<file path="config.mk">
export PLATFORM = sky130hd
export DESIGN_NAME = pixel_timing_sequencer_flat
export DESIGN_NICKNAME = d
export VERILOG_FILES = /design/src/rtl/pixel_seq_pkg.sv /design/src/rtl/pixel_timing_sequencer_if.sv /design/src/rtl/trig_sync_edge.sv /design/src/rtl/pixel_timing_sequencer.sv /design/src/flat_wrapper.sv
export SDC_FILE = /design/constraint.sdc
export NUM_CORES = 1
export LEC_CHECK = 0
export BUFFER_PORTS_ARGS = -buffer_cell sky130_fd_sc_hd__buf_2
export CAP_MARGIN = 20
export CELL_PAD_IN_SITES_DETAIL_PLACEMENT = 0
export CELL_PAD_IN_SITES_GLOBAL_PLACEMENT = 1
export CORE_ASPECT_RATIO = 2
export CORE_UTILIZATION = 52
export DETAILED_ROUTE_END_ITERATION = 16
export HOLD_SLACK_MARGIN = 0.02
export PLACE_DENSITY_LB_ADDON = 0.1
export SLEW_MARGIN = 0
export SYNTH_ARGS = -nofsm -noshare
export SYNTH_HDL_FRONTEND = slang
export SYNTH_HIERARCHICAL = 1
export SYNTH_SLANG_ARGS = --single-unit
</file>
<file path="constraint.sdc">
create_clock -name clk -period 5.8 [get_ports clk]
set_input_delay 0.87 -clock clk [delete_from_list [all_inputs] [get_ports clk]]
set_output_delay 0.87 -clock clk [all_outputs]
set_load 0.005 [all_outputs]
</file>
<file path="src/rtl/pixel_seq_pkg.sv">
// Shared definitions for the pixel timing sequencer: configuration opcodes,
// FSM state encoding and the field layout of the 16-bit configuration word.
package pixel_seq_pkg;

  localparam logic [3:0] OP_SEL         = 4'd0;
  localparam logic [3:0] OP_PTR         = 4'd1;
  localparam logic [3:0] OP_RISE        = 4'd2;
  localparam logic [3:0] OP_FALL        = 4'd3;
  localparam logic [3:0] OP_IDLE        = 4'd4;
  localparam logic [3:0] OP_MEAS        = 4'd5;
  localparam logic [3:0] OP_BURST       = 4'd6;
  localparam logic [3:0] OP_ARM         = 4'd7;
  localparam logic [3:0] OP_TRIG        = 4'd8;
  localparam logic [3:0] OP_CLR_MISSED  = 4'd9;

  typedef enum logic {
    ST_IDLE = 1'b0,
    ST_RUN  = 1'b1
  } state_t;

  localparam int CFG_W   = 16;
  localparam int OPC_HI  = 15;
  localparam int OPC_LO  = 12;
  localparam int DATA_HI = 11;
  localparam int DATA_LO = 0;

  function automatic logic [3:0] cfg_opcode(input logic [CFG_W-1:0] word);
    return word[OPC_HI:OPC_LO];
  endfunction

  function automatic logic [11:0] cfg_payload(input logic [CFG_W-1:0] word);
    return word[DATA_HI:DATA_LO];
  endfunction

endpackage

</file>
<file path="src/rtl/pixel_timing_sequencer_if.sv">
// Bus between the SPI command decoder / DIO pins and the pixel timing
// sequencer. The sequencer uses the slave modport.
interface pixel_timing_sequencer_if #(
  parameter int NUM_CH = 8,
  parameter int SEL_W  = 4
);
  logic              cfg_write;
  logic [15:0]       cfg_word;
  logic              trig_in;
  logic [NUM_CH-1:0] ch_out;
  logic [SEL_W-1:0]  sel_out;
  logic              ready;
  logic              measure_flag;
  logic [15:0]       run_count;
  logic [7:0]        missed_cnt;

  modport master (
    output cfg_write, cfg_word, trig_in,
    input  ch_out, sel_out, ready, measure_flag, run_count, missed_cnt
  );

  modport slave (
    input  cfg_write, cfg_word, trig_in,
    output ch_out, sel_out, ready, measure_flag, run_count, missed_cnt
  );
endinterface

</file>
<file path="src/rtl/trig_sync_edge.sv">
// Two-flop synchroniser for an asynchronous DIO input followed by a
// rising-edge detector producing a one-cycle pulse.
module trig_sync_edge (
  input  logic clk,
  input  logic res_n,
  input  logic din,
  output logic pulse
);

  logic sync1;
  logic sync2;
  logic sync_prev;

  // Synchroniser chain plus one delayed copy for edge detection
  always_ff @(posedge clk) begin
    if (!res_n) begin
      sync1     <= 1'b0;
      sync2     <= 1'b0;
      sync_prev <= 1'b0;
    end else begin
      sync1     <= din;
      sync2     <= sync1;
      sync_prev <= sync2;
    end
  end

  assign pulse = sync2 & ~sync_prev;

endmodule

</file>
<file path="src/rtl/pixel_timing_sequencer.sv">
// Pixel timing sequencer: NUM_CH programmable pulse channels plus a SEL bus,
// burst runs per trigger, arming, and shadowed configuration that is copied
// to the active set when a trigger is accepted.
// Optional: define PIXEL_SEQ_MISSED_TRIG_CNT_EN to count ignored triggers.
module pixel_timing_sequencer
  import pixel_seq_pkg::*;
#(
  parameter int NUM_CH  = 8,
  parameter int TIME_W  = 10,
  parameter int SEL_W   = 4,
  parameter int BURST_W = 8
) (
  input logic                      clk,
  input logic                      res_n,
  pixel_timing_sequencer_if.slave  bus
);

  localparam logic [BURST_W-1:0] BURST_ONE = BURST_W'(1);

  logic [3:0]  opcode;
  logic [11:0] cfg_data;
  logic        unused_cfg;

  assign opcode     = cfg_opcode(bus.cfg_word);
  assign cfg_data   = cfg_payload(bus.cfg_word);
  assign unused_cfg = ^bus.cfg_word;

  // Shadow configuration
  logic [SEL_W-1:0]   sel_sh;
  logic [3:0]         ptr;
  logic [TIME_W-1:0]  rise_sh [NUM_CH];
  logic [TIME_W-1:0]  fall_sh [NUM_CH];
  logic [NUM_CH-1:0]  idle_sh;
  logic [TIME_W-1:0]  meas_sh;
  logic [BURST_W-1:0] burst_sh;
  logic               armed;

  // Active configuration
  logic [TIME_W-1:0]  rise_act [NUM_CH];
  logic [TIME_W-1:0]  fall_act [NUM_CH];
  logic [NUM_CH-1:0]  idle_act;
  logic [TIME_W-1:0]  meas_act;
  logic [SEL_W-1:0]   sel_q;

  // Run control
  state_t             state_q, state_d;
  logic [TIME_W-1:0]  t_q, t_d;
  logic [BURST_W-1:0] burst_q, burst_d;
  logic               run_done;
  logic [15:0]        run_count_q;
  logic [NUM_CH-1:0]  ch_q, ch_d;

  logic pin_pulse;
  logic soft_trig;
  logic trig_any;
  logic accept;

  trig_sync_edge u_trig (
    .clk   (clk),
    .res_n (res_n),
    .din   (bus.trig_in),
    .pulse (pin_pulse)
  );

  assign soft_trig = bus.cfg_write && (opcode == OP_TRIG);
  assign trig_any  = pin_pulse | soft_trig;
  assign accept    = trig_any && (state_q == ST_IDLE) && armed;

  // Configuration writes land in the shadow set at any time
  always_ff @(posedge clk) begin
    if (!res_n) begin
      sel_sh   <= '0;
      ptr      <= '0;
      idle_sh  <= '0;
      meas_sh  <= '0;
      burst_sh <= BURST_ONE;
      armed    <= 1'b0;
      for (int i = 0; i < NUM_CH; i++) begin
        rise_sh[i] <= '0;
        fall_sh[i] <= '0;
      end
    end else if (bus.cfg_write) begin
      case (opcode)
        OP_SEL:  sel_sh <= cfg_data[SEL_W-1:0];
        OP_PTR:  ptr    <= cfg_data[3:0];
        OP_RISE: begin
          for (int i = 0; i < NUM_CH; i++)
            if (int'(ptr) == i) rise_sh[i] <= cfg_data[TIME_W-1:0];
        end
        OP_FALL: begin
          for (int i = 0; i < NUM_CH; i++)
            if (int'(ptr) == i) fall_sh[i] <= cfg_data[TIME_W-1:0];
        end
        OP_IDLE: begin
          for (int i = 0; i < NUM_CH; i++)
            if (int'(ptr) == i) idle_sh[i] <= cfg_data[0];
        end
        OP_MEAS:  meas_sh  <= cfg_data[TIME_W-1:0];
        OP_BURST: burst_sh <= (cfg_data[BURST_W-1:0] == '0) ? BURST_ONE
                                                             : cfg_data[BURST_W-1:0];
        OP_ARM:   armed    <= cfg_data[0];
        default:  ;
      endcase
    end
  end

  // Snapshot shadow into active set (and SEL onto the pins) on acceptance
  always_ff @(posedge clk) begin
    if (!res_n) begin
      idle_act <= '0;
      meas_act <= '0;
      sel_q    <= '0;
      for (int i = 0; i < NUM_CH; i++) begin
        rise_act[i] <= '0;
        fall_act[i] <= '0;
      end
    end else if (accept) begin
      rise_act <= rise_sh;
      fall_act <= fall_sh;
      idle_act <= idle_sh;
      meas_act <= meas_sh;
      sel_q    <= sel_sh;
    end
  end

  // Next-state, run counter, burst bookkeeping and channel levels
  always_comb begin
    state_d  = state_q;
    t_d      = t_q;
    burst_d  = burst_q;
    run_done = 1'b0;
    ch_d     = idle_act;
    case (state_q)
      ST_IDLE: begin
        if (accept) begin
          state_d = ST_RUN;
          t_d     = '0;
          burst_d = burst_sh;
        end
      end
      ST_RUN: begin
        if (t_q == meas_act) begin
          run_done = 1'b1;
          t_d      = '0;
          if (burst_q > BURST_ONE) burst_d = burst_q - BURST_ONE;
          else                     state_d = ST_IDLE;
        end else begin
          t_d = t_q + TIME_W'(1);
        end
      end
      default: state_d = ST_IDLE;
    endcase
    // The first RUN cycle already shows the idle level being loaded
    for (int i = 0; i < NUM_CH; i++) begin
      if (state_q == ST_RUN)
        ch_d[i] = idle_act[i] ^ ((t_q >= rise_act[i]) && (t_q < fall_act[i]));
      else
        ch_d[i] = accept ? idle_sh[i] : idle_act[i];
    end
  end

  // State and run registers
  always_ff @(posedge clk) begin
    if (!res_n) begin
      state_q     <= ST_IDLE;
      t_q         <= '0;
      burst_q     <= BURST_ONE;
      run_count_q <= '0;
      ch_q        <= '0;
    end else begin
      state_q <= state_d;
      t_q     <= t_d;
      burst_q <= burst_d;
      ch_q    <= ch_d;
      if (run_done) run_count_q <= run_count_q + 16'd1;
    end
  end

`ifdef PIXEL_SEQ_MISSED_TRIG_CNT_EN
  logic       missed_evt;
  logic [7:0] missed_q;

  assign missed_evt = trig_any && !accept;

  // Saturating count of ignored triggers, cleared by opcode 9
  always_ff @(posedge clk) begin
    if (!res_n)
      missed_q <= '0;
    else if (bus.cfg_write && (opcode == OP_CLR_MISSED))
      missed_q <= '0;
    else if (missed_evt && (missed_q != 8'hFF))
      missed_q <= missed_q + 8'd1;
  end

  assign bus.missed_cnt = missed_q;
`else
  assign bus.missed_cnt = '0;
`endif

  assign bus.ch_out       = ch_q;
  assign bus.sel_out      = sel_q;
  assign bus.ready        = (state_q == ST_IDLE) && armed;
  assign bus.measure_flag = (state_q == ST_RUN);
  assign bus.run_count    = run_count_q;

endmodule

</file>
<file path="src/flat_wrapper.sv">
// flat-port wrapper written by rule: the top's interface ports become plain ports
module pixel_timing_sequencer_flat import pixel_seq_pkg::*;
#(
  parameter int NUM_CH  = 8,
  parameter int TIME_W  = 10,
  parameter int SEL_W   = 4,
  parameter int BURST_W = 8
)
  (clk, res_n, bus_cfg_write, bus_cfg_word, bus_trig_in, bus_ch_out, bus_sel_out, bus_ready, bus_measure_flag, bus_run_count, bus_missed_cnt);
  pixel_timing_sequencer_if #(.NUM_CH(NUM_CH), .SEL_W(SEL_W)) bus_i ();
  input logic clk;
  input logic res_n;
  input wire logic [$bits(bus_i.cfg_write)-1:0] bus_cfg_write;
  input wire logic [$bits(bus_i.cfg_word)-1:0] bus_cfg_word;
  input wire logic [$bits(bus_i.trig_in)-1:0] bus_trig_in;
  output wire logic [$bits(bus_i.ch_out)-1:0] bus_ch_out;
  output wire logic [$bits(bus_i.sel_out)-1:0] bus_sel_out;
  output wire logic [$bits(bus_i.ready)-1:0] bus_ready;
  output wire logic [$bits(bus_i.measure_flag)-1:0] bus_measure_flag;
  output wire logic [$bits(bus_i.run_count)-1:0] bus_run_count;
  output wire logic [$bits(bus_i.missed_cnt)-1:0] bus_missed_cnt;
  assign bus_i.cfg_write = bus_cfg_write;
  assign bus_i.cfg_word = bus_cfg_word;
  assign bus_i.trig_in = bus_trig_in;
  assign bus_ch_out = bus_i.ch_out;
  assign bus_sel_out = bus_i.sel_out;
  assign bus_ready = bus_i.ready;
  assign bus_measure_flag = bus_i.measure_flag;
  assign bus_run_count = bus_i.run_count;
  assign bus_missed_cnt = bus_i.missed_cnt;
  pixel_timing_sequencer #(.NUM_CH(NUM_CH), .TIME_W(TIME_W), .SEL_W(SEL_W), .BURST_W(BURST_W)) u_core (.clk(clk), .res_n(res_n), .bus(bus_i));
endmodule
</file>
======== Word level (Yosys, flattened, before mapping) ========
Cells that the tools add are included.
storage, ports and cells
  register bits ........................... 423
  input port bits ......................... 20
  output and inout bits ................... 38
  word-level logic and storage cells ...... 182
cells by class
  $add $sub $neg .......................... 3
  order comparisons ....................... 17
  equality and inequality tests ........... 19
  mux-type cells .......................... 30
  bitwise operators ....................... 12
  reductions and logical operators ........ 45
operators by type and width
  cell                                                                     count
  10-bit greater-or-equal comparator                                       8
  10-bit < comparator                                                      8
  3-bit AND reduction                                                      25
  8-bit 2-to-1 mux                                                         4
  4-bit by 3-bit equality test with 1-bit output, second input constant    6
  1-bit 2-to-1 mux                                                         21
  4-bit equality test, second input constant                               5
  10-bit 2-to-1 mux                                                        2
  10-bit one-hot mux with 2 select lines                                   1
  16-bit by 1-bit adder with 16-bit output, second input constant          1
  8-bit one-hot mux with 2 select lines                                    1
  4-bit by 2-bit equality test with 1-bit output, second input constant    3
  1-bit logical AND                                                        12
  10-bit by 1-bit adder with 10-bit output, second input constant          1
  10-bit equality test                                                     1
  2-bit AND reduction                                                      5
  8-bit by 1-bit > comparator with 1-bit output, second input constant     1
  4-bit zero test                                                          2
  8-bit zero test                                                          1
  8-bit by 1-bit subtractor with 8-bit output, second input constant       1
  1-bit bitwise XOR                                                        8
  4-bit by 1-bit equality test with 1-bit output, second input constant    1
  2-bit inequality test, second input constant                             2
  2-bit by 1-bit inequality test with 1-bit output, second input constant  1
  4 further kinds                                                          5

======== Depth between registers and ports, before layout ========
  depth in word-level cells ............... 7
  mapped depth ............................ 9
  depth with buffers taken out ............ 8

======== Hierarchy ========
The synthesis kept the hierarchy.
modules (own cells, without submodules)
  module                  times used  cells each  area an instance (µm²)  sequential area each (µm²)
  pixel_timing_sequencer  1           2415        20409.6                 8408.1
  trig_sync_edge          1           7           92.6                    60.1

======== Worst setup path after synthesis ========
OpenSTA, ideal clock, no wires.
  path type ............................... input -> register
  start ................................... input port bus_cfg_write
  end ..................................... register u_core/fall_sh[60] (netlist bit)
  library setup time ...................... 76 ps
  data arrival time ....................... 2313 ps
  required time ........................... 5724 ps
  setup slack ............................. 3411 ps
  cell stages on the path ................. 6
  buffers on the path ..................... 2
  path through ............................ buf_2 or3b_2 nor3b_2 clkbuf_1 nand3_1 a21boi_0
on the way
  longest elaborated chain between the ends .. 1
ends and longest elaborated chain
  element                        line                          RTL
  from (decl)                    flat_wrapper.sv:13            input wire logic [$bits(bus_i.cfg_write)-1:0] bus_cfg_write;
  3-bit AND reduction (no line)  n/a
  to (decl)                      pixel_timing_sequencer.sv:32  logic [TIME_W-1:0] fall_sh [NUM_CH];
Every way passes these cells.
A chain may end at the register's enable or synchronous reset.

======== Final worst setup path ========
  start ................................... register u_core.state_q, in the netlist u_core/bus.measure_flag
  end ..................................... register u_core.burst_q[1]
on the way
  longest elaborated chain between the ends .. 5
  elaborated cells between the ends (all ways) .. 8
  those cells by class .................... eq/ne: 3; mux: 1; bitwise: 1; reduce/logical: 3
ends and longest elaborated chain
  element                                                     line                                                         RTL
  from (decl)                                                 pixel_timing_sequencer.sv:46                                 state_t state_q, state_d;
  from (signal assigned)                                      pixel_timing_sequencer.sv:171                                state_q <= state_d;
  1-bit NOT                                                   pixel_timing_sequencer.sv:67, pixel_timing_sequencer.sv:133
  1-bit logical AND (2 in series)                             pixel_timing_sequencer.sv:67                                 assign accept = trig_any && (state_q == ST_IDLE) && armed;
  2-bit by 1-bit inequality test with 1-bit output (no line)  n/a
  3-bit AND reduction (no line)                               n/a
  to (signal assigned)                                        pixel_timing_sequencer.sv:173                                burst_q <= burst_d;
  to (decl)                                                   pixel_timing_sequencer.sv:48                                 logic [BURST_W-1:0] burst_q, burst_d;
Several ways; a longest one is shown, not always the timed one.

==> impl_metrics.tcl <==
set metrics [dict create \
    utilization 0.576 \
    rsz0062_at_grt "no" \
    slew_headroom 0.231 \
    syn-cell-area_sq_um 20500 \
    n_antenna_cell 0 \
    synth_flop_cell "dfxtp_1" \
    critPathKind "reg2reg" \
    r2r-start "u_core/bus.measure_flag" \
    worstSetupStartpoint "u_core/bus.measure_flag" \
    grt_antenna_before_repair 0 \
    crit_path_max_fanout 23 \
    power_leakage_nw 8.05 \
    die_w_um 142 \
    hold_viol_final 0 \
    synth.avg_cell_area_sq_um 8.46 \
    dp_cells 2864 \
    rows 102 \
    status "finished clean" \
    die_h_um 283 \
    p_per_area_nw_per_um2 255 \
    final_cells 2934 \
    wl_per_cell_um 17.9 \
    yosysTopAreaCellShare 0.413 \
    worst_pin_slew_ps 1150 \
    crit_required_ps 6260 \
    postCtsHoldBufs 0 \
    hold_start "u_core/u_trig/sync1" \
    setup_violations 0 \
    peakVddDrop_uv 209 \
    reg2reg_depth 6 \
    port_buffers 47 \
    design.die.area_sq_um 40300 \
    cts-root-buf "clkbuf_16" \
    finalMaxSlewViolations 0 \
    grt_max_degree 248 \
    ant_nets 0 \
    synth.distinct_cells 60 \
    io_pins 58 \
    cts_buffers 40 \
    critPathCaptureType "flop" \
    ys_seq_area_frac 0.413 \
    synth-edff-count 0 \
    fillers 3666 \
    fmax_ghz 0.311 \
    cts.reportedPaths.clkPinSlew_ps 70 \
    dr_total_vias 16100 \
    yosys.area.top_type "dfxtp_1" \
    drive_gt1_frac 0.0667 \
    period_minus_slack_ps 3220 \
    cp-endpoint "u_core/burst_q[1]" \
    dpl.hpwl_um 30300 \
    synthTopCellsByArea "dfxtp_1 41%, a21boi_0 11%, nand2_1 9.9%, ha_1 9.5%, mux2i_1 4.5%" \
    ys_ff_latch 423 \
    core_area_sq_um 38800 \
    clock_skew_ps 10.3 \
    syn2layout_area_growth_pct 9.09 \
    crit_path_start_kind "flop" \
    via_per_inst 5.47 \
    critPathArrivalTime_ps 3680 \
    grt_usage 0.262 \
    dr.pass1.iters 5 \
    hold_path.class "reg2reg" \
    drtIter0Drc 824 \
    fin_nets 2564 \
    drc 0 \
    syn_inst 2422 \
    cts_tree "done" \
    reg2reg_to "u_core/burst_q[1]" \
    gr-total-overflow 0 \
    place_congestion 0.802 \
    yosys_warnings 6 \
    rrSetupSlack_ps 2580 \
    post_cts_buffers 0 \
    fin_crit_sh 0.555 \
    grt_pass1_vias 15100 \
    multi_input_area_sq_um 10900 \
    whs_path_depth 1 \
    cts.sink_count 423 \
    route.final.wire_length_um 52600 \
    clk_latency_ps 550 \
    ys_async_sr_fraction 0 \
    htreeDepth 2 \
    drv_cap 0 \
    clk_path_buf_depth 3 \
    p_total_mw 5.70 \
    fin_tns_setup_ps 0 \
    regArea_sq_um 8470 \
    grt_pass1_wl_um 81400 \
    initial_core_util 0.528 \
    ctsResizeCount 0 \
]
## routing by layer
metal	track usage	wire length, um	vias up
li1	-	-	8016
met1	0.308	22500	7717
met2	0.482	26400	240
met3	0.0248	1550	83
met4	0.109	2030	0
met5	0	0	-
## synth_stat cells, types with 5 or more instances
cell	instances
a211oi_1	11
a21boi_0	288
a21o_1	34
a21oi_1	43
a221oi_1	7
a31oi_1	17
and2_1	10
and3_1	13
buf_1	11
buf_2	22
buf_4	8
clkbuf_1	115
dfxtp_1	423
ha_1	156
inv_1	161
mux2i_1	92
nand2_1	540
nand2b_1	14
nand3_1	127
nand4_1	12
nand4b_1	5
nor2_1	44
nor2b_1	112
nor3_1	17
nor4_1	7
o211a_1	5
o211ai_1	20
o21ai_0	34
xnor2_1	7
xor2_1	16
## worst min path at each step
stage,end,slack (ps)
global route,u_core/u_trig/sync2,470
global placement,u_core/u_trig/sync2,430
detailed placement,u_core/u_trig/sync2,430
CTS,u_core/u_trig/sync2,450
finish,u_core/u_trig/sync2,450
floorplan,u_core/u_trig/sync2,410
## layout by cell type (no fill, tap or decap), types with 7 or more instances in the layout
master | Yosys | final
a21boi_0 | 288 | 288
buf_2 | 22 | 46
nand3_1 | 127 | 127
o211ai_1 | 20 | 20
xnor2_1 | 7 | 7
a21o_1 | 34 | 34
nand4_1 | 12 | 12
and2_1 | 10 | 10
nor3_1 | 17 | 13
nand2b_1 | 14 | 13
mux2i_1 | 92 | 92
nor2_1 | 44 | 44
a21oi_1 | 43 | 43
clkinv_2 | 0 | 8
a221oi_1 | 7 | 7
ha_1 | 156 | 156
buf_4 | 8 | 22
a211oi_1 | 11 | 11
nor2b_1 | 112 | 112
clkbuf_16 | 0 | 41
xor2_1 | 16 | 16
clkbuf_8 | 0 | 9
and3_1 | 13 | 13
a31oi_1 | 17 | 17
clkbuf_1 | 115 | 8
nand2_1 | 540 | 540
o21ai_0 | 34 | 34
conb_1 | 1 | 8
inv_1 | 161 | 161
dfxtp_1 | 423 | 423
## through the flow
| step | worst slack (ps) | cell area [sq um] | hold WS (ps) |
|---|---|---|---|
| floorplan | 3410 | 20500 | 406 |
| global placement | 2500 | 21000 | 432 |
| detailed placement | 2430 | 21000 | 429 |
| CTS | 2570 | 22300 | 453 |
| global route | 2310 | 22400 | 471 |
| finish | 2580 | 22400 | 447 |
## power by group
part | total (mW) | switching, mW | leakage (nW) | internal, mW
sequential | 2.91 | 0.00320 | 3.41 | 2.91
combinational | 0.172 | 0.118 | 4.00 | 0.0544
clock | 2.62 | 1.12 | 0.639 | 1.50
## kinds of logic (layout without fill, tap and decap cells)
| group | count (synthesis) | in the layout | synth area share |
|---|---|---|---|
| buf+inv | 317 | 302 | 0.0608 |
| mux | 96 | 96 | 0.0471 |
| fa+ha+maj | 156 | 156 | 0.0952 |
| simple gates | 924 | 924 | 0.206 |
| compound gates | 482 | 482 | 0.168 |
| other cells | 1 | 8 | 0.000183 |
| xor+xnor | 23 | 23 | 0.00983 |
| flops | 423 | 423 | 0.413 |
## worst max-delay path: stages, from the launching register on
cell      delay, ps
dfxtp_1         840
buf_4           380
inv_1           360
o21ai_2         340
nand3_1         580
a211o_1         450
a21boi_0        150
## sequential cells by signal, summed over array words and instances, names as in the netlist, 8 cells and up
| name | flops |
|---|---|
| u_core/fall_act | 80 |
| u_core/fall_sh | 80 |
| u_core/bus.ch_out | 8 |
| u_core/meas_sh | 10 |
| u_core/t_q | 10 |
| u_core/meas_act | 10 |
| u_core/burst_q | 8 |
| u_core/burst_sh | 8 |
| u_core/rise_sh | 80 |
| u_core/idle_act | 8 |
| u_core/rise_act | 80 |
| u_core/bus.run_count | 16 |
| u_core/idle_sh | 8 |
## area by class of cell
cell class | count | share of cell area
inverter | 161 | 0.0270
clock buffer | 58 | 0.0528
clock inverter | 10 | 0.00448
timing repair buffer | 73 | 0.0223
multi-input combinational | 1689 | 0.486
sequential | 423 | 0.379
tap | 520 | 0.0291
Note: power is estimated with default switching activity, not from simulation.
